===== config.mk =====
export PLATFORM = sky130hd
export DESIGN_NAME = ledwalker_n
export DESIGN_NICKNAME = d
export VERILOG_FILES = /design/src/rtl/ledwalker_pkg.sv /design/src/rtl/stbgen.sv /design/src/rtl/ledwalker_n.sv
export SDC_FILE = /design/constraint.sdc
export NUM_CORES = 1
export LEC_CHECK = 0
export ABC_AREA = 1
export CORE_UTILIZATION = 45
export CTS_CLUSTER_SIZE = 8
export DETAILED_ROUTE_END_ITERATION = 16
export HOLD_SLACK_MARGIN = 0.03
export PLACE_DENSITY = 0.69
export SLEW_MARGIN = 20
export SYNTH_ARGS = -nofsm -noshare
export SYNTH_HDL_FRONTEND = slang
export SYNTH_SLANG_ARGS = --single-unit

===== constraint.sdc =====
create_clock -name i_clk -period 3.7 [get_ports i_clk]
set_input_delay 0.74 -clock i_clk [delete_from_list [all_inputs] [get_ports i_clk]]
set_output_delay 0.74 -clock i_clk [all_outputs]
set_load 0.1 [all_outputs]

===== src/rtl/ledwalker_pkg.sv =====
// Shared encodings for the LED walker: walk modes, ONESHOT FSM states and
// direction values. Imported by the top level.
package ledwalker_pkg;

    // Walk modes as presented on i_mode
    localparam logic [1:0] MODE_BOUNCE   = 2'b00;
    localparam logic [1:0] MODE_ROT_UP   = 2'b01;
    localparam logic [1:0] MODE_ROT_DOWN = 2'b10;
    localparam logic [1:0] MODE_ONESHOT  = 2'b11;

    // ONESHOT FSM states
    localparam logic [0:0] ST_IDLE  = 1'b0;
    localparam logic [0:0] ST_SWEEP = 1'b1;

    // Walk direction
    localparam logic [0:0] DIR_DOWN = 1'b0;
    localparam logic [0:0] DIR_UP   = 1'b1;

endpackage


===== src/rtl/stbgen.sv =====
// Step tick generator: a down-counter that loads DIVIDER-1, counts to zero
// and reloads, producing a registered one-cycle strobe every DIVIDER cycles.
// Ports:
//   clk - clock
//   rst - asynchronous active-high reset
//   stb - one-cycle pulse, the cycle after the counter reads zero
module stbgen #(
    parameter int DIVIDER = 8
) (
    input  logic clk,
    input  logic rst,
    output logic stb
);

    localparam int               CNT_W  = $clog2(DIVIDER);
    localparam logic [CNT_W-1:0] RELOAD = CNT_W'(DIVIDER - 1);
    localparam logic [CNT_W-1:0] ZERO   = {CNT_W{1'b0}};

    logic [CNT_W-1:0] cnt_r;

    // Free-running tick counter and registered strobe
    always_ff @(posedge clk or posedge rst) begin
        if (rst) begin
            cnt_r <= RELOAD;
            stb   <= 1'b0;
        end else if (cnt_r == ZERO) begin
            cnt_r <= RELOAD;
            stb   <= 1'b1;
        end else begin
            cnt_r <= cnt_r - {{(CNT_W-1){1'b0}}, 1'b1};
            stb   <= 1'b0;
        end
    end

endmodule


===== src/rtl/ledwalker_n.sv =====
// LED walker: moves a single lit LED across NLEDS outputs once per step tick
// in bounce, rotate-up, rotate-down or triggered one-shot sweep mode.
// Ports:
//   i_clk   - clock
//   i_reset - asynchronous active-high reset
//   i_mode  - walk mode (see ledwalker_pkg)
//   i_pause - freeze position while high
//   i_start - ONESHOT launch request, level-sampled
//   o_led   - one-hot LED drive (registered copy of position)
//   o_busy  - high while a ONESHOT launch is pending or sweeping
//   o_stb   - one-cycle step tick pulse
module ledwalker_n
    import ledwalker_pkg::*;
#(
    parameter int NLEDS       = 8,
    parameter int CLK_RATE_HZ = 12_000_000,
    parameter int STEP_HZ     = 1
) (
    input  logic             i_clk,
    input  logic             i_reset,
    input  logic [1:0]       i_mode,
    input  logic             i_pause,
    input  logic             i_start,
    output logic [NLEDS-1:0] o_led,
    output logic             o_busy,
    output logic             o_stb
);

    localparam int               DIVIDER = CLK_RATE_HZ / STEP_HZ;
    localparam int               POS_W   = $clog2(NLEDS);
    localparam logic [POS_W-1:0] POS_MAX = POS_W'(NLEDS - 1);
    localparam logic [POS_W-1:0] POS_MIN = {POS_W{1'b0}};
    localparam logic [POS_W-1:0] POS_ONE = POS_W'(1);
    localparam logic [NLEDS-1:0] LED_ONE = NLEDS'(1);

    logic [POS_W-1:0] pos_r, pos_s;
    logic             dir_r, dir_s;
    logic [1:0]       mode_r, mode_s;
    logic             state_r, state_s;
    logic             pending_r, pending_s;
    logic             busy_s;
    logic             step_s;
    logic [POS_W-1:0] bnc_pos_s;
    logic             bnc_dir_s;

    stbgen #(
        .DIVIDER (DIVIDER)
    ) u_stbgen (
        .clk (i_clk),
        .rst (i_reset),
        .stb (o_stb)
    );

    // Bounce stepping from the current position; endpoints flip direction
    // and move away on the same step, so there is no dwell at either end.
    always_comb begin
        bnc_pos_s = pos_r;
        bnc_dir_s = dir_r;
        if (dir_r == DIR_UP) begin
            if (pos_r == POS_MAX) begin
                bnc_dir_s = DIR_DOWN;
                bnc_pos_s = pos_r - POS_ONE;
            end else begin
                bnc_pos_s = pos_r + POS_ONE;
            end
        end else begin
            if (pos_r == POS_MIN) begin
                bnc_dir_s = DIR_UP;
                bnc_pos_s = pos_r + POS_ONE;
            end else begin
                bnc_pos_s = pos_r - POS_ONE;
            end
        end
    end

    // Next-state logic for position, direction, mode and the ONESHOT FSM
    always_comb begin
        step_s    = o_stb & ~i_pause;
        pos_s     = pos_r;
        dir_s     = dir_r;
        mode_s    = mode_r;
        state_s   = state_r;
        pending_s = pending_r;
        busy_s    = o_busy;

        // Launch requests are only accepted while idle in ONESHOT; a request
        // during a sweep is dropped rather than queued.
        if ((mode_r == MODE_ONESHOT) && (state_r == ST_IDLE) && i_start) begin
            pending_s = 1'b1;
            busy_s    = 1'b1;
        end else begin
            pending_s = pending_r;
        end

        if (step_s) begin
            mode_s = i_mode;
            case (i_mode)
                MODE_BOUNCE: begin
                    pos_s     = bnc_pos_s;
                    dir_s     = bnc_dir_s;
                    state_s   = ST_IDLE;
                    pending_s = 1'b0;
                    busy_s    = 1'b0;
                end
                MODE_ROT_UP: begin
                    dir_s     = DIR_UP;
                    pos_s     = (pos_r == POS_MAX) ? POS_MIN : pos_r + POS_ONE;
                    state_s   = ST_IDLE;
                    pending_s = 1'b0;
                    busy_s    = 1'b0;
                end
                MODE_ROT_DOWN: begin
                    dir_s     = DIR_DOWN;
                    pos_s     = (pos_r == POS_MIN) ? POS_MAX : pos_r - POS_ONE;
                    state_s   = ST_IDLE;
                    pending_s = 1'b0;
                    busy_s    = 1'b0;
                end
                MODE_ONESHOT: begin
                    if (mode_r != MODE_ONESHOT) begin
                        // Fresh entry: park at 0 and wait for a launch
                        pos_s     = POS_MIN;
                        dir_s     = DIR_UP;
                        state_s   = ST_IDLE;
                        pending_s = 1'b0;
                        busy_s    = 1'b0;
                    end else if (state_r == ST_SWEEP) begin
                        pos_s = bnc_pos_s;
                        dir_s = bnc_dir_s;
                        if (bnc_pos_s == POS_MIN) begin
                            state_s = ST_IDLE;
                            busy_s  = 1'b0;
                        end else begin
                            state_s = ST_SWEEP;
                        end
                    end else if (pending_r) begin
                        pos_s     = POS_ONE;
                        dir_s     = DIR_UP;
                        state_s   = ST_SWEEP;
                        pending_s = 1'b0;
                        busy_s    = 1'b1;
                    end else begin
                        pos_s = POS_MIN;
                    end
                end
                default: begin
                    pos_s = pos_r;
                end
            endcase
        end else begin
            mode_s = mode_r;
        end
    end

    // State registers
    always_ff @(posedge i_clk or posedge i_reset) begin
        if (i_reset) begin
            pos_r     <= POS_MIN;
            dir_r     <= DIR_UP;
            mode_r    <= MODE_BOUNCE;
            state_r   <= ST_IDLE;
            pending_r <= 1'b0;
            o_busy    <= 1'b0;
        end else begin
            pos_r     <= pos_s;
            dir_r     <= dir_s;
            mode_r    <= mode_s;
            state_r   <= state_s;
            pending_r <= pending_s;
            o_busy    <= busy_s;
        end
    end

    // Registered one-hot LED drive, one cycle behind pos
    always_ff @(posedge i_clk or posedge i_reset) begin
        if (i_reset) begin
            o_led <= LED_ONE;
        end else begin
            o_led <= LED_ONE << pos_r;
        end
    end

endmodule


# Word-level counts from Yosys, hierarchy flattened
# Index checks and enable logic that the tools add are counted.
[totals]
regBits = 42
latch_bits = 0
ram_bits = 0
mem_bits_ro = 0
input_bits = 6
elab_cells = 67
mem_count = 0
[classes]
addsub = 3
n_mul = 0
n_div = 0
magnitude_cmp = 0
eq_ne = 7
n_shift = 1
mux = 36
n_bitwise = 3
reduce_logical = 8
[ops]
columns = ["op", "n"]
rows = [
  ["24-bit logical NOT", 1],
  ["24-bit 2-to-1 mux", 1],
  ["24-bit by 1-bit subtractor with 24-bit output, second input constant", 1],
  ["1-bit 2-to-1 mux", 23],
  ["3-bit 2-to-1 mux", 7],
  ["3-bit one-hot mux with 4 select lines", 1],
  ["1-bit by 3-bit << shifter with 8-bit output, first input constant", 1],
  ["2-bit equality test, second input constant", 3],
  ["3-bit logical NOT", 2],
  ["1-bit one-hot mux with 2 select lines", 3],
  ["4-bit inequality test, second input constant", 1],
  ["1-bit one-hot mux with 4 select lines", 1],
  ["3-bit by 1-bit adder with 3-bit output, second input constant", 1],
  ["3-bit equality test, second input constant", 1],
  ["3-bit OR reduction", 1],
  ["3-bit by 1-bit subtractor with 3-bit output, second input constant", 1],
  ["2-bit by 1-bit equality test with 1-bit output, second input constant", 1],
  ["1-bit logical AND", 2],
  ["2-bit logical NOT", 1],
  ["2-bit inequality test, second input constant", 1],
  ["1-bit inverter", 2],
  ["2-bit AND reduction", 1],
  ["1-bit bitwise AND", 1],
]

# Longest topological paths before layout
# Gate-level depths: netlist of run 1.
[depth]
depth_word = 9
ltp_mapped = 10

# Hierarchy
# A second synthesis of run 1 with hierarchy kept.
[hier_totals]
hier_cells = 327
area_unflattened_um2 = 2532.4
[modules_own_cells]
columns = ["mod", "n_inst", "cells_each", "area_per_inst_um2"]
rows = [
  ["stbgen", 1, 195, 1522.7],
  ["ledwalker_n", 1, 132, 1009.7],
]

# Worst setup path before layout of run 1
# OpenSTA, ideal clock, no wires.
[synth_path]
path_type = "reg2reg"
start = "register u_stbgen.stb"
end = "register o_busy"
setup_time_ps = 86
arrival_ps = 1637
t_required_ps = 3614
path_slack_ps = 1976
stages_incl_launch_ff = 6
path_buffers = 1
cell_sequence = "dfrtp_1 -> nand2_1 -> buf_2 -> nor2_1 -> nor3b_1 -> nor3_1"
[synth_via]
elab_chain_len = 2
[synth_rtl]
columns = ["item", "line_no", "rtl"]
rows = [
  ["start: declaration", "stbgen.sv:12", "output logic stb"],
  ["start signal: assignment", "stbgen.sv:25", "stb <= 1'b0;"],
  ["start signal: assignment", "stbgen.sv:28", "stb <= 1'b1;"],
  ["start signal: assignment", "stbgen.sv:31", "stb <= 1'b0;"],
  ["1-bit bitwise AND", "ledwalker_n.sv:78", "step_s = o_stb & ~i_pause;"],
  ["1-bit 2-to-1 mux", "ledwalker_n.sv:95", "if (step_s) begin"],
  ["named net busy_s", "ledwalker_n.sv:41", "logic busy_s;"],
  ["end signal: assignment", "ledwalker_n.sv:170", "o_busy <= busy_s;"],
  ["end: declaration", "ledwalker_n.sv:25", "output logic o_busy,"],
]
# The timed path passes the listed nets, and every way through them passes these cells.
# A chain may end at the register's enable or synchronous reset.

# Worst setup path in the final report of run 1
[layout_path]
start = "register o_led[0]"
end = "output o_led[0]"
[layout_lines]
columns = ["item", "line_no", "rtl"]
rows = [
  ["start: declaration", "ledwalker_n.sv:24", "output logic [NLEDS-1:0] o_led,"],
  ["start signal: assignment", "ledwalker_n.sv:179", "o_led <= LED_ONE << pos_r;"],
]
# No word-level cell between the ends.

==> results.sh, run 1 <==
export IMPL_outcome="completed"
export IMPL_num_rows=26
export IMPL_wire_per_inst_um=11.5
export IMPL_drc=0
export IMPL_die_h_um=77.0
export IMPL_ys_ff_latch=42
export IMPL_wl_um=4750
export IMPL_synthAdderAreaFrac_pct=4.44
export IMPL_required_ns=2.96
export IMPL_cap_violations=0
export IMPL_skew_ns=0.00639
export IMPL_critical_path_buf_inv_count=1
export IMPL_die_area_um2=5930
export IMPL_timing_hold_ws_ns=0.456
export IMPL_track_usage_pct=18.3
export IMPL_yosys_area_top_type="dfrtp_1"
export IMPL_die_w_um=77.0
export IMPL_dp_cells=404
export IMPL_postSynthAreaPerCell_um2=7.92
export IMPL_rsz0062_at_grt="no"
export IMPL_drive_above_1_share_pct=19.6
export IMPL_cts_sinks=42
export IMPL_finalPower_w=0.000907
export IMPL_setup_tns_final_ns=0
export IMPL_cts_resized=0
export IMPL_dp_hpwl_um=3570
export IMPL_gp_congestion=0.827
export IMPL_nets=356
export IMPL_netlist_instances=320
export IMPL_ys_seq_area_share_pct=42.4
export IMPL_ant_nets=0
export IMPL_synth_distinct_cells=34
export IMPL_grt_start_max_net_pins=26
export IMPL_grt_overflow_total=0
export IMPL_num_antenna_cells=0
export IMPL_cp_slowest_cell="clkdlybuf4s50_1"
export IMPL_postCtsSetupRepairBufs=0
export IMPL_yosysWarnings=0
export IMPL_final_cell_mix="nand2_1, inv_1, nor2_1"
export IMPL_clkSlewWorstSetupHoldPaths_ns=0.08
export IMPL_synthMuxAreaShare_pct=0
export IMPL_fmax_ghz=0.375
export IMPL_final_common_cell="nand2_1"
export IMPL_drv_slew=0
export IMPL_p_leak_nw=1.45
export IMPL_cpPeakStageDelay_ns=1.11
export IMPL_synth_xor_area_share_pct=1.73
export IMPL_endpoint_kind="output pin"
export IMPL_hp_class="register to register"
export IMPL_synth_top_family_by_area="simple AND/OR/NAND/NOR gates"
export IMPL_num_io_pins=16
export IMPL_ir_drop_mv=0.166
export IMPL_finalCritPeriodShare_pct=72.1
export IMPL_cts_made_buffers=5
export IMPL_io_buffer_count=15
export IMPL_grt_pass1_vias=1887
export IMPL_cp_cell_sequence="clkdlybuf4s50_1"
export IMPL_cts_tree="done"
export IMPL_drt_vias_per_instance=4.85
export IMPL_start_util_pct=48.1
export IMPL_initialDrtViolationCount=128
export IMPL_num_vias=1998
export IMPL_clockBufferDepth=2
export IMPL_cp_max_fo=1
export IMPL_coreArea_um2=5270
export IMPL_cts_hold_buf=0
export IMPL_synth_top_area_share_pct=22.7
export IMPL_clk_latency_ns=0.30
export IMPL_antenna_found_initial=0
export IMPL_synthTopCellsByArea="dfrtp_1, dfstp_2, nand2_1"
export IMPL_synthSimpleGateAreaFrac_pct=36.9
export IMPL_setup_viol=0
export IMPL_hold_viol=0
export IMPL_synth_compound_area_share_pct=5.93
export IMPL_criticalPathCategory="register to output pin"
export IMPL_synth_area_um2=2530
export IMPL_dr_pass1_iters=4
export IMPL_instances_no_fill=412
export IMPL_power_density_nw_per_um2=318
export IMPL_crit_arrival_ns=1.93
export IMPL_cts_htree_levels=2
export IMPL_slew_headroom_pct=35.4
export IMPL_syn_to_final_growth_pct=12.7
export IMPL_grt_pass1_wl_um=8580
export IMPL_syn_nets=335
export IMPL_crit_path_start_kind="register"
export IMPL_root_buffer="clkbuf_8"
export IMPL_cp_top_family="buffers and inverters"
export IMPL_period_minus_slack_ns=2.67
export IMPL_worst_pin_slew_ns=0.966
## per-stage QoR
stage,worst slack [ns],util (%),area (um^2)
floorplan,1.98,-,2530
global placement,1.35,52.5,2770
detailed placement,1.35,52.5,2770
CTS,1.02,54.2,2860
global route,1.00,54.2,2860
finish,1.03,54.2,2860
## kinds of logic after synthesis
family / count (synthesis)
XOR/XNOR: 5
AO/OA/AOI/OAI: 28
adder cells (fa/ha/maj): 9
buffers and inverters: 55
AND/OR/NAND/NOR: 181
flip-flops: 42
## path summary, 6_finish.rpt
path / from / end / slack [ns] / cells past startpoint
worst max-delay path: o_led[0]$_DFF_PP1_ / o_led[0] / 1.03 / 1
worst min-delay path: u_stbgen.cnt_r[0]$_DFF_PP1_ / u_stbgen.cnt_r[0]$_DFF_PP1_ / 0.46 / 1
worst max register to register: pos_r[0]$_DFFE_PP0P_ / o_busy$_DFF_PP0_ / 2.05 / 9
worst min register to register: u_stbgen.cnt_r[0]$_DFF_PP1_ / u_stbgen.cnt_r[0]$_DFF_PP1_ / 0.46 / 1
max in group asynchronous: i_reset / o_led[0]$_DFF_PP1_ / 2.20 / 3
min in group asynchronous: i_reset / u_stbgen.cnt_r[19]$_DFF_PP0_ / 0.82 / 2
## routing by layer
metal | global-route usage [%] | wire [um] | part of all wire (%)
met4 | 6.23 | 58 | 1.2
met2 | 28.7 | 2140 | 45
met3 | 3.21 | 135 | 2.8
met1 | 25.5 | 2410 | 51
met5 | 0 | 0 | 0
## layout make-up
cell class                 count  area (um^2)
sequential                    42         1070
fill                         489         2410
clock inverter                 3         21.3
clock buffer                   5         68.8
tap                           70         87.6
timing repair buffer          17          165
multi-input combinational    223         1240
inverter                      52          195
## report_power, final
part           internal (W)  total [W]  switching, W
Clock              0.000133   0.000300      0.000167
Sequential         0.000473   0.000480    0.00000722
Combinational     0.0000342   0.000127     0.0000928
## Yosys cell counts, drive strengths merged
cell / number
a211oi: 1
a21oi: 10
a31oi: 1
buf: 3
dfrtp: 23
dfstp: 19
ha: 9
inv: 52
nand2: 76
nand3: 28
nand3b: 1
nand4: 4
nor2: 56
nor3: 11
nor3b: 1
o211ai: 2
o21ai: 13
o22ai: 1
or2: 4
xnor2: 3
xor2: 2
## sequential cells by signal, indices dropped and copies added (netlist names)
signal,count
u_stbgen.cnt_r,24
o_led,8
pos_r,3
mode_r,2
dir_r,1
o_busy,1
pending_r,1
state_r,1
u_stbgen.stb,1
Note: power is estimated with default switching activity, not from simulation.
==> run 2: changes to the inputs <==
==> constraint.sdc (replaced) <==
create_clock -name i_clk -period 2.47 [get_ports i_clk]
set_input_delay 0.494 -clock i_clk [delete_from_list [all_inputs] [get_ports i_clk]]
set_output_delay 0.494 -clock i_clk [all_outputs]
set_load 0.1 [all_outputs]
==> run 2 against run 1 <==
Effect of this change:
- die area stayed put
- largest cell class unchanged
- clock power up 54%
- critical path depth rose by 8
- sequential power grew 50%
- worst hold slack better by 0.0042 ns
- sequential share of layout area up 0.42 points
- non-clock buffer count is 1 lower
- count of clock-buffer cells in the layout rose by 2
- cell count fell by 0.24%
- global-route usage increased by 1.1 points
- power rose by 51%
- worst setup slack worse by 0.23 ns
- highest routed layer unchanged
==> results.sh, run 2 (synthesis gave the netlist of run 1 again) <==
export IMPL_outcome="completed"
export IMPL_num_vias=2026
export IMPL_skew_ns=0.00539
export IMPL_regArea_um2=1070
export IMPL_root_buffer="clkbuf_8"
export IMPL_dp_hpwl_um=3770
export IMPL_rrSetupSlack_ns=0.81
export IMPL_wl_um=5010
export IMPL_stdcell_area_um2=2820
export IMPL_drt_vias_per_instance=4.93
export IMPL_power_density_nw_per_um2=485
export IMPL_syn_to_final_growth_pct=11.5
export IMPL_cp_endpoint="state_r$_DFFE_PP0P_"
export IMPL_grt_overflow_total=0
export IMPL_largest_register_ff_count=24
export IMPL_fmax_ghz=0.601
export IMPL_clkPwrFrac_pct=33.7
export IMPL_period_minus_slack_ns=1.66
export IMPL_hold_viol=0
export IMPL_drv_slew=0
export IMPL_cp_max_fo=4
export IMPL_final_cell_mix="nand2_1, inv_1, nor2_1"
export IMPL_crit_path_start_kind="register"
export IMPL_die_w_um=77.0
export IMPL_p_leak_nw=1.47
export IMPL_grt_start_max_net_pins=43
export IMPL_rsz0062_at_grt="no"
export IMPL_cap_violations=0
export IMPL_criticalPathCategory="register to register"
export IMPL_io_buffer_count=15
export IMPL_cts_resized=0
export IMPL_ir_drop_mv=0.246
export IMPL_multiInputGateArea_um2=1240
export IMPL_drc=0
export IMPL_ant_nets=0
export IMPL_endpoint_kind="register"
export IMPL_track_usage_pct=19.4
export IMPL_coreArea_um2=5270
export IMPL_cts_sinks=42
export IMPL_gp_congestion=0.866
export IMPL_clkSlewWorstSetupHoldPaths_ns=0.08
export IMPL_final_common_cell="nand2_1"
export IMPL_initialDrtViolationCount=109
export IMPL_crit_arrival_ns=1.84
export IMPL_finalCritPeriodShare_pct=67.4
export IMPL_netSwitchingFraction_pct=28.4
export IMPL_die_h_um=77.0
export IMPL_largest_register="u_stbgen.cnt_r"
export IMPL_n_fill_cell=504
export IMPL_nets=355
export IMPL_setup_tns_final_ns=0
export IMPL_internal_power_w=0.000981
export IMPL_dr_pass1_iters=5
export IMPL_cts_htree_levels=2
export IMPL_worst_pin_slew_ns=0.536
export IMPL_grt_pass1_vias=2013
export IMPL_dpl_cell_area_um2=2730
export IMPL_hp_class="register to register"
export IMPL_wire_per_inst_um=12.2
export IMPL_grt_pass1_wl_um=9060
export IMPL_cts_tree="done"
export IMPL_clockBufferDepth=2
export IMPL_setup_viol=0
export IMPL_reg2regPathDepth=9
export IMPL_die_area_um2=5930
export IMPL_clk_latency_ns=0.30
export IMPL_required_ns=2.64
export IMPL_num_antenna_cells=0
export IMPL_seqPwrFrac_pct=52.5
export IMPL_slew_headroom_pct=64.3
export IMPL_r2r_start="pos_r[0]$_DFFE_PP0P_"
export IMPL_cts_made_buffers=5
export IMPL_antenna_found_initial=0
export IMPL_num_rows=26
export IMPL_crit_start="pos_r[0]$_DFFE_PP0P_"
export IMPL_cts_hold_buf=0
export IMPL_postCtsSetupRepairBufs=0
export IMPL_r2r_end="state_r$_DFFE_PP0P_"
export IMPL_combPwrFrac_pct=13.8
export IMPL_drive_above_1_share_pct=22.0
export IMPL_power_switching_w=0.000390
export IMPL_num_io_pins=16
export IMPL_start_util_pct=48.1
export IMPL_largestRegisters="u_stbgen.cnt_r x24, o_led x8, pos_r x3"
export IMPL_holdPathStages=1
## run 2: worst min-delay path by stage
stage | end | from | slack, ns
after floorplan | u_stbgen.cnt_r[0]$_DFF_PP1_ | u_stbgen.cnt_r[0]$_DFF_PP1_ | 0.43
after global placement | u_stbgen.cnt_r[0]$_DFF_PP1_ | u_stbgen.cnt_r[0]$_DFF_PP1_ | 0.44
after detailed placement | u_stbgen.cnt_r[0]$_DFF_PP1_ | u_stbgen.cnt_r[0]$_DFF_PP1_ | 0.44
after CTS | u_stbgen.cnt_r[0]$_DFF_PP1_ | u_stbgen.cnt_r[0]$_DFF_PP1_ | 0.46
after global routing | u_stbgen.cnt_r[0]$_DFF_PP1_ | u_stbgen.cnt_r[0]$_DFF_PP1_ | 0.49
final | u_stbgen.cnt_r[0]$_DFF_PP1_ | u_stbgen.cnt_r[0]$_DFF_PP1_ | 0.46
## run 2: power by group through the flow
stage / Clock, W / Combinational, W / Sequential (W)
3_3_place_gp: 0 / 0.000187 / 0.000732
4_1_cts: 0.000476 / 0.000189 / 0.000720
5_1_grt: 0.000502 / 0.000206 / 0.000724
3_5_place_dp: 0 / 0.000188 / 0.000733
2_1_floorplan: 0 / 0.0000703 / 0.000802
6_report: 0.000462 / 0.000189 / 0.000720
## run 2: critical path: stages, from the launching register on
cell and delay [ns]:
dfrtp_1 0.42, ha_1 0.23, ha_1 0.33, nand3_1 0.09, nand2_1 0.06, inv_1 0.04
nand2_1 0.04, nand2_1 0.09, nor2_1 0.18, nor3_1 0.06
## run 2: metal layers
| layer | up-vias | part of all wire [%] | routed length [um] | GRT usage, % |
|---|---|---|---|---|
| met5 | - | 0 | 0 | 0 |
| met4 | 0 | 1.3 | 63 | 5.85 |
| met3 | 9 | 5.1 | 254 | 4.29 |
| met2 | 42 | 46 | 2300 | 30.4 |
| met1 | 930 | 48 | 2390 | 26.6 |
| li1 | 1045 | - | - | - |
## run 2: area by class of cell
cell class | count | share of cell area (%)
clock inverter | 1 | 0.177
multi-input combinational | 223 | 44.0
timing repair buffer | 16 | 4.70
inverter | 52 | 6.91
tap | 70 | 3.10
clock buffer | 7 | 3.06
sequential | 42 | 38.1
## run 2: per-stage QoR
| step | power, W | instances | hold WS [ns] | worst slack (ns) | utilization (%) |
|---|---|---|---|---|---|
| 2_1_floorplan | 0.000873 | 320 | 0.428 | 0.746 | - |
| 3_3_place_gp | 0.000919 | 403 | 0.436 | 0.709 | 51.9 |
| 3_5_place_dp | 0.000921 | 403 | 0.440 | 0.666 | 51.9 |
| 4_1_cts | 0.00138 | 411 | 0.462 | 0.809 | 53.6 |
| 5_1_grt | 0.00143 | 411 | 0.492 | 0.662 | 53.6 |
| 6_report | 0.00137 | 411 | 0.460 | 0.806 | 53.6 |
==> run 3: changes to the inputs <==
--- a/config.mk
+++ b/config.mk
@@ -10,7 +10,7 @@
 export CTS_CLUSTER_SIZE = 8
 export DETAILED_ROUTE_END_ITERATION = 16
 export HOLD_SLACK_MARGIN = 0.03
-export PLACE_DENSITY = 0.69
+export PLACE_DENSITY = 0.72
 export SLEW_MARGIN = 20
 export SYNTH_ARGS = -nofsm -noshare
 export SYNTH_HDL_FRONTEND = slang
==> constraint.sdc (replaced) <==
create_clock -name i_clk -period 1.4 [get_ports i_clk]
set_input_delay 0.28 -clock i_clk [delete_from_list [all_inputs] [get_ports i_clk]]
set_output_delay 0.28 -clock i_clk [all_outputs]
set_load 0.1 [all_outputs]
==> run 3 against run 2 <==
Effect of this change:
- the run now ends with setup timing left
- sequential share of layout area fell by 7.5 points
- final area increased by 25%
- die area stayed put
- sequential cell count did not move
- clock power is 81% higher
- cell count is 8.8% higher
- first-iteration DRC count is 39% higher
- combinational power rose by 130%
- global-route usage increased by 1.8 points
- register-to-register slack lost 0.90 ns
- worst hold slack worse by 0.12 ns
- critical path type unchanged
- highest routed layer unchanged
==> results.sh, run 3 (synthesis gave the netlist of run 1 again) <==
export IMPL_seqPwrFrac_pct=50.2
export IMPL_outcome="finished with violations"
export IMPL_power_switching_w=0.000745
export IMPL_num_antenna_cells=0
export IMPL_antenna_found_initial=0
export IMPL_io_buffer_count=15
export IMPL_drive_above_1_share_pct=42.4
export IMPL_drv_slew=0
export IMPL_worst_pin_slew_ns=0.268
export IMPL_instances_no_fill=447
export IMPL_gp_congestion=0.855
export IMPL_r2r_start="pos_r[1]$_DFFE_PP0P_"
export IMPL_cap_violations=0
export IMPL_num_vias=2276
export IMPL_rsz0062_at_grt="yes"
export IMPL_setup_viol=19
export IMPL_crit_path_start_kind="register"
export IMPL_cts_made_buffers=5
export IMPL_dp_cells=431
export IMPL_clkSlewWorstSetupHoldPaths_ns=0.09
export IMPL_coreArea_um2=5270
export IMPL_endpoint_kind="register"
export IMPL_die_h_um=77.0
export IMPL_n_fill_cell=421
export IMPL_num_io_pins=16
export IMPL_combPwrFrac_pct=17.2
export IMPL_drt_vias_per_instance=5.09
export IMPL_skew_ns=0.00770
export IMPL_syn_to_final_growth_pct=39.8
export IMPL_timing_hold_ws_ns=0.343
export IMPL_fmax_ghz=0.670
export IMPL_clk_latency_ns=0.29
export IMPL_hold_viol=0
export IMPL_criticalPathCategory="register to register"
export IMPL_grt_overflow_total=0
export IMPL_hp_class="input pin to async pin"
export IMPL_cts_tree="done"
export IMPL_stdcell_area_um2=3540
export IMPL_ant_nets=0
export IMPL_nets=391
export IMPL_p_leak_nw=1.71
export IMPL_largest_register="u_stbgen.cnt_r"
export IMPL_clockBufferDepth=2
export IMPL_initialDrtViolationCount=152
export IMPL_largestRegisters="u_stbgen.cnt_r x24, o_led x8, pos_r x3"
export IMPL_largest_register_ff_count=24
export IMPL_slew_headroom_pct=81.9
export IMPL_ir_drop_mv=0.538
export IMPL_period_minus_slack_ns=1.49
export IMPL_failed_checks="setup timing"
export IMPL_internal_power_w=0.00182
export IMPL_grt_pass1_wl_um=9960
export IMPL_clkPwrFrac_pct=32.6
export IMPL_final_cell_mix="nand2_1, inv_1, nor2_1"
export IMPL_final_common_cell="nand2_1"
export IMPL_drc=0
export IMPL_die_w_um=77.0
export IMPL_setup_tns_final_ns=-0.775
export IMPL_cts_hold_buf=0
export IMPL_die_area_um2=5930
export IMPL_grt_start_max_net_pins=43
export IMPL_start_util_pct=48.1
export IMPL_root_buffer="clkbuf_8"
export IMPL_grt_pass1_vias=2234
export IMPL_crit_start="pos_r[1]$_DFFE_PP0P_"
export IMPL_num_rows=26
export IMPL_dp_hpwl_um=4260
export IMPL_fin_ws_ns=-0.0932
export IMPL_wl_um=6280
export IMPL_power_density_nw_per_um2=723
export IMPL_wire_per_inst_um=14.0
export IMPL_multiInputGateArea_um2=1470
export IMPL_cp_max_fo=3
export IMPL_cts_sinks=42
export IMPL_track_usage_pct=21.2
export IMPL_dpl_cell_area_um2=3110
export IMPL_finalCritPeriodShare_pct=107
export IMPL_required_ns=1.57
export IMPL_cts_htree_levels=2
export IMPL_dr_pass1_iters=4
export IMPL_netSwitchingFraction_pct=29.1
export IMPL_regArea_um2=1080
export IMPL_crit_arrival_ns=1.67
==> run 3: cell types whose count changed in the layout (fill, tap and decap cells not counted), sizes merged <==
cell / before / now
buf: 11 / 46
clkinv: 1 / 2
clkinvlp: 0 / 1
inv: 52 / 51
==> run 3: path summary, 6_finish.rpt <==
kind                                           endpoint  slack (ns)  cells past startpoint
max                                    o_busy$_DFF_PP0_       -0.09                      9
min                        u_stbgen.cnt_r[19]$_DFF_PP0_        0.34                      3
max reg2reg                            o_busy$_DFF_PP0_       -0.09                      9
min reg2reg                u_stbgen.cnt_r[16]$_DFF_PP1_        0.51                      2
max in group asynchronous  u_stbgen.cnt_r[18]$_DFF_PP1_        0.77                      3
min in group i_clk         u_stbgen.cnt_r[16]$_DFF_PP1_        0.51                      2
==> run 3: cell type report <==
type,count,share of cell area [%]
clock inverter,2,0.353
inverter,52,5.80
timing repair buffer,52,17.0
sequential,42,30.6
multi-input combinational,223,41.4
clock buffer,6,2.33
tap,70,2.47
==> run 3: through the flow <==
step	power, W	util (%)	worst slack [ns]
6_report	0.00256	67.2	-0.0932
5_1_grt	0.00266	67.2	-0.214
4_1_cts	0.00256	62.1	-0.0793
3_5_place_dp	0.00172	59.1	-0.143
3_3_place_gp	0.00171	59.1	-0.0901
2_1_floorplan	0.00154	-	0.0114
==> run 3: power by group through the flow <==
stage	Combinational, W	Sequential, W	Clock [W]
floorplan	0.000128	0.00142	0
global placement	0.000408	0.00130	0
detailed placement	0.000416	0.00130	0
CTS	0.000427	0.00128	0.000851
global route	0.000476	0.00129	0.000895
finish	0.000441	0.00129	0.000834
==> run 3: critical path: stages, from the launching register on <==
cell	delay, ns
dfrtp_2	0.45
ha_4	0.19
ha_4	0.26
nand3_1	0.07
nand2_1	0.06
inv_1	0.04
nand2_1	0.06
nand2_2	0.07
nor2_4	0.12
nor3_1	0.05
==> run 3: what timing repair did <==
item / 4_1_cts / 5_1_grt
pin swaps: 4 / 25
gates resized for setup: 13 / 59
cloned: 0 / 1
endpoints found under the setup margin: 19 / 26
buffers inserted: 1 / 6
==> run 3: per-layer routing <==
metal	wire length (um)	vias up	global-route usage, %
met3	235	15	3.93
met1	2640	1081	26.1
met5	0	-	0
li1	-	1118	-
met2	3250	62	37.3
met4	150	0	6.79
==> variant 1 (flow settings as in run 1) <==
Remove the register `o_led`: a continuous assignment takes its place, so the output `o_led` follows one clock earlier. Comments in the files are not updated.
--- a/src/rtl/ledwalker_n.sv
+++ b/src/rtl/ledwalker_n.sv
@@ -173,11 +173,5 @@
 
     // Registered one-hot LED drive, one cycle behind pos
-    always_ff @(posedge i_clk or posedge i_reset) begin
-        if (i_reset) begin
-            o_led <= LED_ONE;
-        end else begin
-            o_led <= LED_ONE << pos_r;
-        end
-    end
+    assign o_led = LED_ONE << pos_r;
 
 endmodule
Formal check against the unedited RTL: same outputs for any inputs over 10 cycles, from zero or initial values and one cycle with i_reset high; that may be too few to reach the edited logic, so the function may still have changed.
==> variant 1 against run 1 <==
Power increased by 3.1%; hold slack worse by 2.0 ps; first-iteration DRC count decreased by 29%; sequential cell count is 8 lower; synthesized area shrank 10%; worst setup slack better by 150 ps; final area decreased by 8.2%; routed wire length down 0.84%; die area fell by 9.9%.
==> variant 1: results (changes against run 1) <==
* Top post-synthesis cells by area: dfstp_2 (21%), dfrtp_1 (18%), nand2_1 (12%)
* Cells on worst reg2reg path at 6 (-3)
* Fillers at 466 (-4.7%)
* Grt met3 use at 4.70% (+1.5 points)
* Post-Place Setup Slack at 1510 ps (+160 ps)
* Slew headroom at 35.8% (+0.37 points)
* Top cells by count, synth: nand2_1 (70), inv_1 (41), nor2_1 (41)
* Crit path time final at 2510 ps (-152 ps)
* Share of cells above drive strength 1 at 23.2% (+3.6 points)
* CP endpoint: o_busy
* Metal3 WL at 246 microns (+82%)
* R2r endpoint: u_stbgen.cnt_r[6]$_DFF_PP1_
* M1 WL at 2130 microns (-12%)
* Final nets at 342 (-3.9%)
* Routed WL at 4710 microns (-0.84%)
* Synthesized net count at 321 (-4.2%)
* Status: completed
* LEAKAGE at 1.26 nW (-13%)
* First-pass GRT wire length at 8400 microns (-2.1%)
* CP max FO at 2 (+1)
* Final non-filler cell total at 395 (-4.1%)
* R2r startpoint: u_stbgen.cnt_r[0]$_DFF_PP1_
* Worst vdd ir at 0.000242 V (+45%)
* Pwr dens at 357 nW/um^2 (+12%)
* Compound-Gate Fraction of Synth Area at 6.16% (+0.23 points)
* GPL Wtd Cong at 0.871 (+5.4%)
* Synth unique cells at 30 (-12%)
* Met1 usage in global routing at 25.5% (about the same)
* All-Layer GR Usage at 20.9% (+2.6 points)
* DP HPWL at 3570 microns (about the same)
* Skew final at 8.38 ps (+1.98 ps)
* XOR/XNOR Fraction of Synth Area at 2.69% (+0.97 points)
* M2 GR Usage at 35.4% (+6.7 points)
* Resized cells post-CTS at 0 (unchanged)
* Crit-path max cell delay at 1130 ps (+20 ps)
* Post-synthesis mux area share at 0% (unchanged)
* Met2 wire len at 2240 microns (+4.7%)
* # placed instances at 387 (-4.2%)
* Largest net degree at the start of global routing at 28 (+7.7%)
* Crit path launch: o_busy$_DFF_PP0_
* Vias/cell at 4.88 (+0.70%)
* Placed Area at 2480 sq um (-10%)
* CTS max path bufs at 2 (unchanged)
* Post-Synth Adder-Cell Area at 4.95% (+0.50 points)
* Flop pwr share at 41.7% (-11 points)
* P_int at 0.687 mW (+7.4%)
* Clock Power Share at 44.2% (+11 points)
* Biggest regs: u_stbgen.cnt_r x24, pos_r x3, mode_r x2
* Reg2reg setup slack at 1930 ps (-120 ps)
* DRT iter0 DRCs at 91 (-29%)
* Avg Inst Size Synth at 7.44 sq um (-6.1%)
## variant 1: changes by cell type after synthesis, moves of 3 or more
cell            run 1  this run
nor2_4              6         2
inv_1              47        41
nand3_2             4         8
nand3_1            24        19
dfrtp_1            23        16
nand2_1            67        70
a21oi_1            10         7
xor2_1              2         6
nand2_4             4         0
nor2_2              8        11
## variant 1: final cells by class
class | instances | area, sq um | area share, %
multi-input combinational | 223 | 1210 | 46.1
sequential | 34 | 873 | 33.3
inverter | 46 | 173 | 6.59
timing repair buffer | 17 | 145 | 5.54
tap | 67 | 83.8 | 3.20
clock buffer | 5 | 68.8 | 2.63
clock inverter | 3 | 68.8 | 2.63
## variant 1: cell families (layout without fill, tap and decap cells)
group / count (synthesis) / count (layout)
compound gates: 26 / 26
xor+xnor: 7 / 7
fa+ha+maj: 9 / 9
buf+inv: 49 / 71
flops: 34 / 34
simple gates: 181 / 181
## variant 1: worst min-delay path by stage
stage	from	endpoint	slack (ps)	depth (start not counted)
3_3_place_gp	u_stbgen.cnt_r[0]$_DFF_PP1_	u_stbgen.cnt_r[0]$_DFF_PP1_	440	1
4_1_cts	u_stbgen.cnt_r[0]$_DFF_PP1_	u_stbgen.cnt_r[0]$_DFF_PP1_	460	1
2_1_floorplan	u_stbgen.cnt_r[0]$_DFF_PP1_	u_stbgen.cnt_r[0]$_DFF_PP1_	430	1
5_1_grt	u_stbgen.cnt_r[0]$_DFF_PP1_	u_stbgen.cnt_r[0]$_DFF_PP1_	470	1
6_report	u_stbgen.cnt_r[0]$_DFF_PP1_	u_stbgen.cnt_r[0]$_DFF_PP1_	450	1
3_5_place_dp	u_stbgen.cnt_r[0]$_DFF_PP1_	u_stbgen.cnt_r[0]$_DFF_PP1_	440	1
==> variant 2 (config.mk and constraints of run 1) <==
Without the edit above. `CLK_RATE_HZ`: 12_000_000 -> 24_000_000.
--- a/src/rtl/ledwalker_n.sv
+++ b/src/rtl/ledwalker_n.sv
@@ -14,5 +14,5 @@
 #(
     parameter int NLEDS       = 8,
-    parameter int CLK_RATE_HZ = 12_000_000,
+    parameter int CLK_RATE_HZ = 24_000_000,
     parameter int STEP_HZ     = 1
 ) (
Formal check against the unedited RTL: no difference found for any inputs over 10 cycles, from zero or initial values and one cycle with i_reset high; that may be too few to reach the edited logic, so the function may still have changed.
==> variant 2 against run 1 <==
Count of clock-buffer cells in the layout up 2; critical endpoint unchanged; via count decreased by 8.7%; sequential power rose by 3%; routed wire length decreased by 9.5%; final area is 5.5% lower; power down 0.23%; synthesized area fell by 5.9%; largest power group unchanged; sequential cell count rose by 1; clock skew decreased by 2.7 ps; maximum frequency is 0.17% higher; worst setup slack improved by 4.5 ps.
==> variant 2: results (changes against run 1) <==
* Status: completed
* Fraction of area in multi-input gates at 41.2% (-2.3 points)
* Routed WL at 4300 microns (-9.5%)
* Area Overhead vs Synth at 13.2%
* Met2 wire len at 1940 microns (-9.3%)
* Grt met3 use at 4.42% (+1.2 points)
* DRT iter0 DRCs at 77 (-40%)
* Largest net degree at the start of global routing at 29 (+12%)
* Top post-synthesis cells by area: dfrtp_1 (24%), dfstp_2 (22%), nand2_1 (11%)
* Share of cells above drive strength 1 at 16.8% (-2.8 points)
* Slew headroom at 35.1% (-0.30 points)
* First-pass GRT wire length at 7450 microns (-13%)
* Synthesized instance count at 294 (-8.1%)
* Vias/cell at 4.73 (-2.6%)
* CTS max path bufs at 2 (unchanged)
* Multi-Input Combinational at 207 (-7.2%)
* H-tree depth at 2 (unchanged)
* Non-CTS buffers at 16 (-1)
* Biggest regs: u_stbgen.cnt_r x25, o_led x8, pos_r x3
* Min Hold Slack at 459 ps (+3.10 ps)
* Clk_buf instances at 7 (+2)
* M2 GR Usage at 28.3% (-0.33 points)
* Metal3 WL at 196 microns (+45%)
* Nonclk inv count at 42 (-19%)
* Number of global-route vias before repair at 1674 (-11%)
* Avg Inst Size Synth at 8.11 sq um (+2.4%)
* Fillers at 505 (+3.3%)
* Worst vdd ir at 0.000220 V (+32%)
* Reg area at 1100 sq um (+2.4%)
* Final nets at 329 (-7.6%)
* Top cells by count, synth: nand2_1 (68), nor2_1 (41), inv_1 (39)
* Met1 usage in global routing at 25.1% (-0.37 points)
* Seq/Total Area, Yosys at 46.2% (+3.8 points)
* GPL Wtd Cong at 0.870 (+5.3%)
* Post-Place Setup Slack at 1340 ps (-6.76 ps)
* Skew final at 3.69 ps (-2.70 ps)
* All-Layer GR Usage at 17.9% (-0.44 points)
* Period utilization at 71.9% (-0.12 points)
* # placed instances at 378 (-6.4%)
* WHS Path Cells at 1 (unchanged)
* LEAKAGE at 1.32 nW (-9.0%)
* Buffering overhead at 5.84% (+0.057 points)
* M1 WL at 2140 microns (-11%)
* Cells on worst reg2reg path at 9 (unchanged)
* Synthesized net count at 308 (-8.1%)
* Via count at 1824 (-8.7%)
* Synth unique cells at 29 (-15%)
* Placed Area at 2620 sq um (-5.3%)
* Clk_lat worst skew at 280 ps (-20 ps)
* Final sequential cell count at 43 (+2.4%)
variant 2: report_power, final:
group / internal, mW / switching, mW
Clock: 0.133 / 0.152
Combinational: 0.0342 / 0.0945
Sequential: 0.484 / 0.00751
variant 2: worst reg2reg max path: stages (launching register included):
cell     delay (ps)
dfrtp_1         420
ha_1            240
ha_1            330
nand3_1          80
nand2_1          60
inv_1            30
nand2_1          50
nand2_1          80
nor2_1          180
nor3_1           70
variant 2: kinds of logic (layout without fill, tap and decap cells):
group / Yosys count / count (layout) / share of synthesized area, %
simple gates: 163 / 163 / 32.0
flops: 43 / 43 / 46.2
buf+inv: 44 / 66 / 7.24
compound gates: 19 / 19 / 4.15
xor+xnor: 17 / 17 / 6.24
fa+ha+maj: 8 / 8 / 4.20
variant 2: worst max path at each step:
stage                            end  depth (start not counted)
global placement            o_led[0]                          1
global route                o_led[0]                          1
finish                      o_led[0]                          1
floorplan           o_busy$_DFF_PP0_                          5
detailed placement          o_led[0]                          1
CTS                         o_led[0]                          1
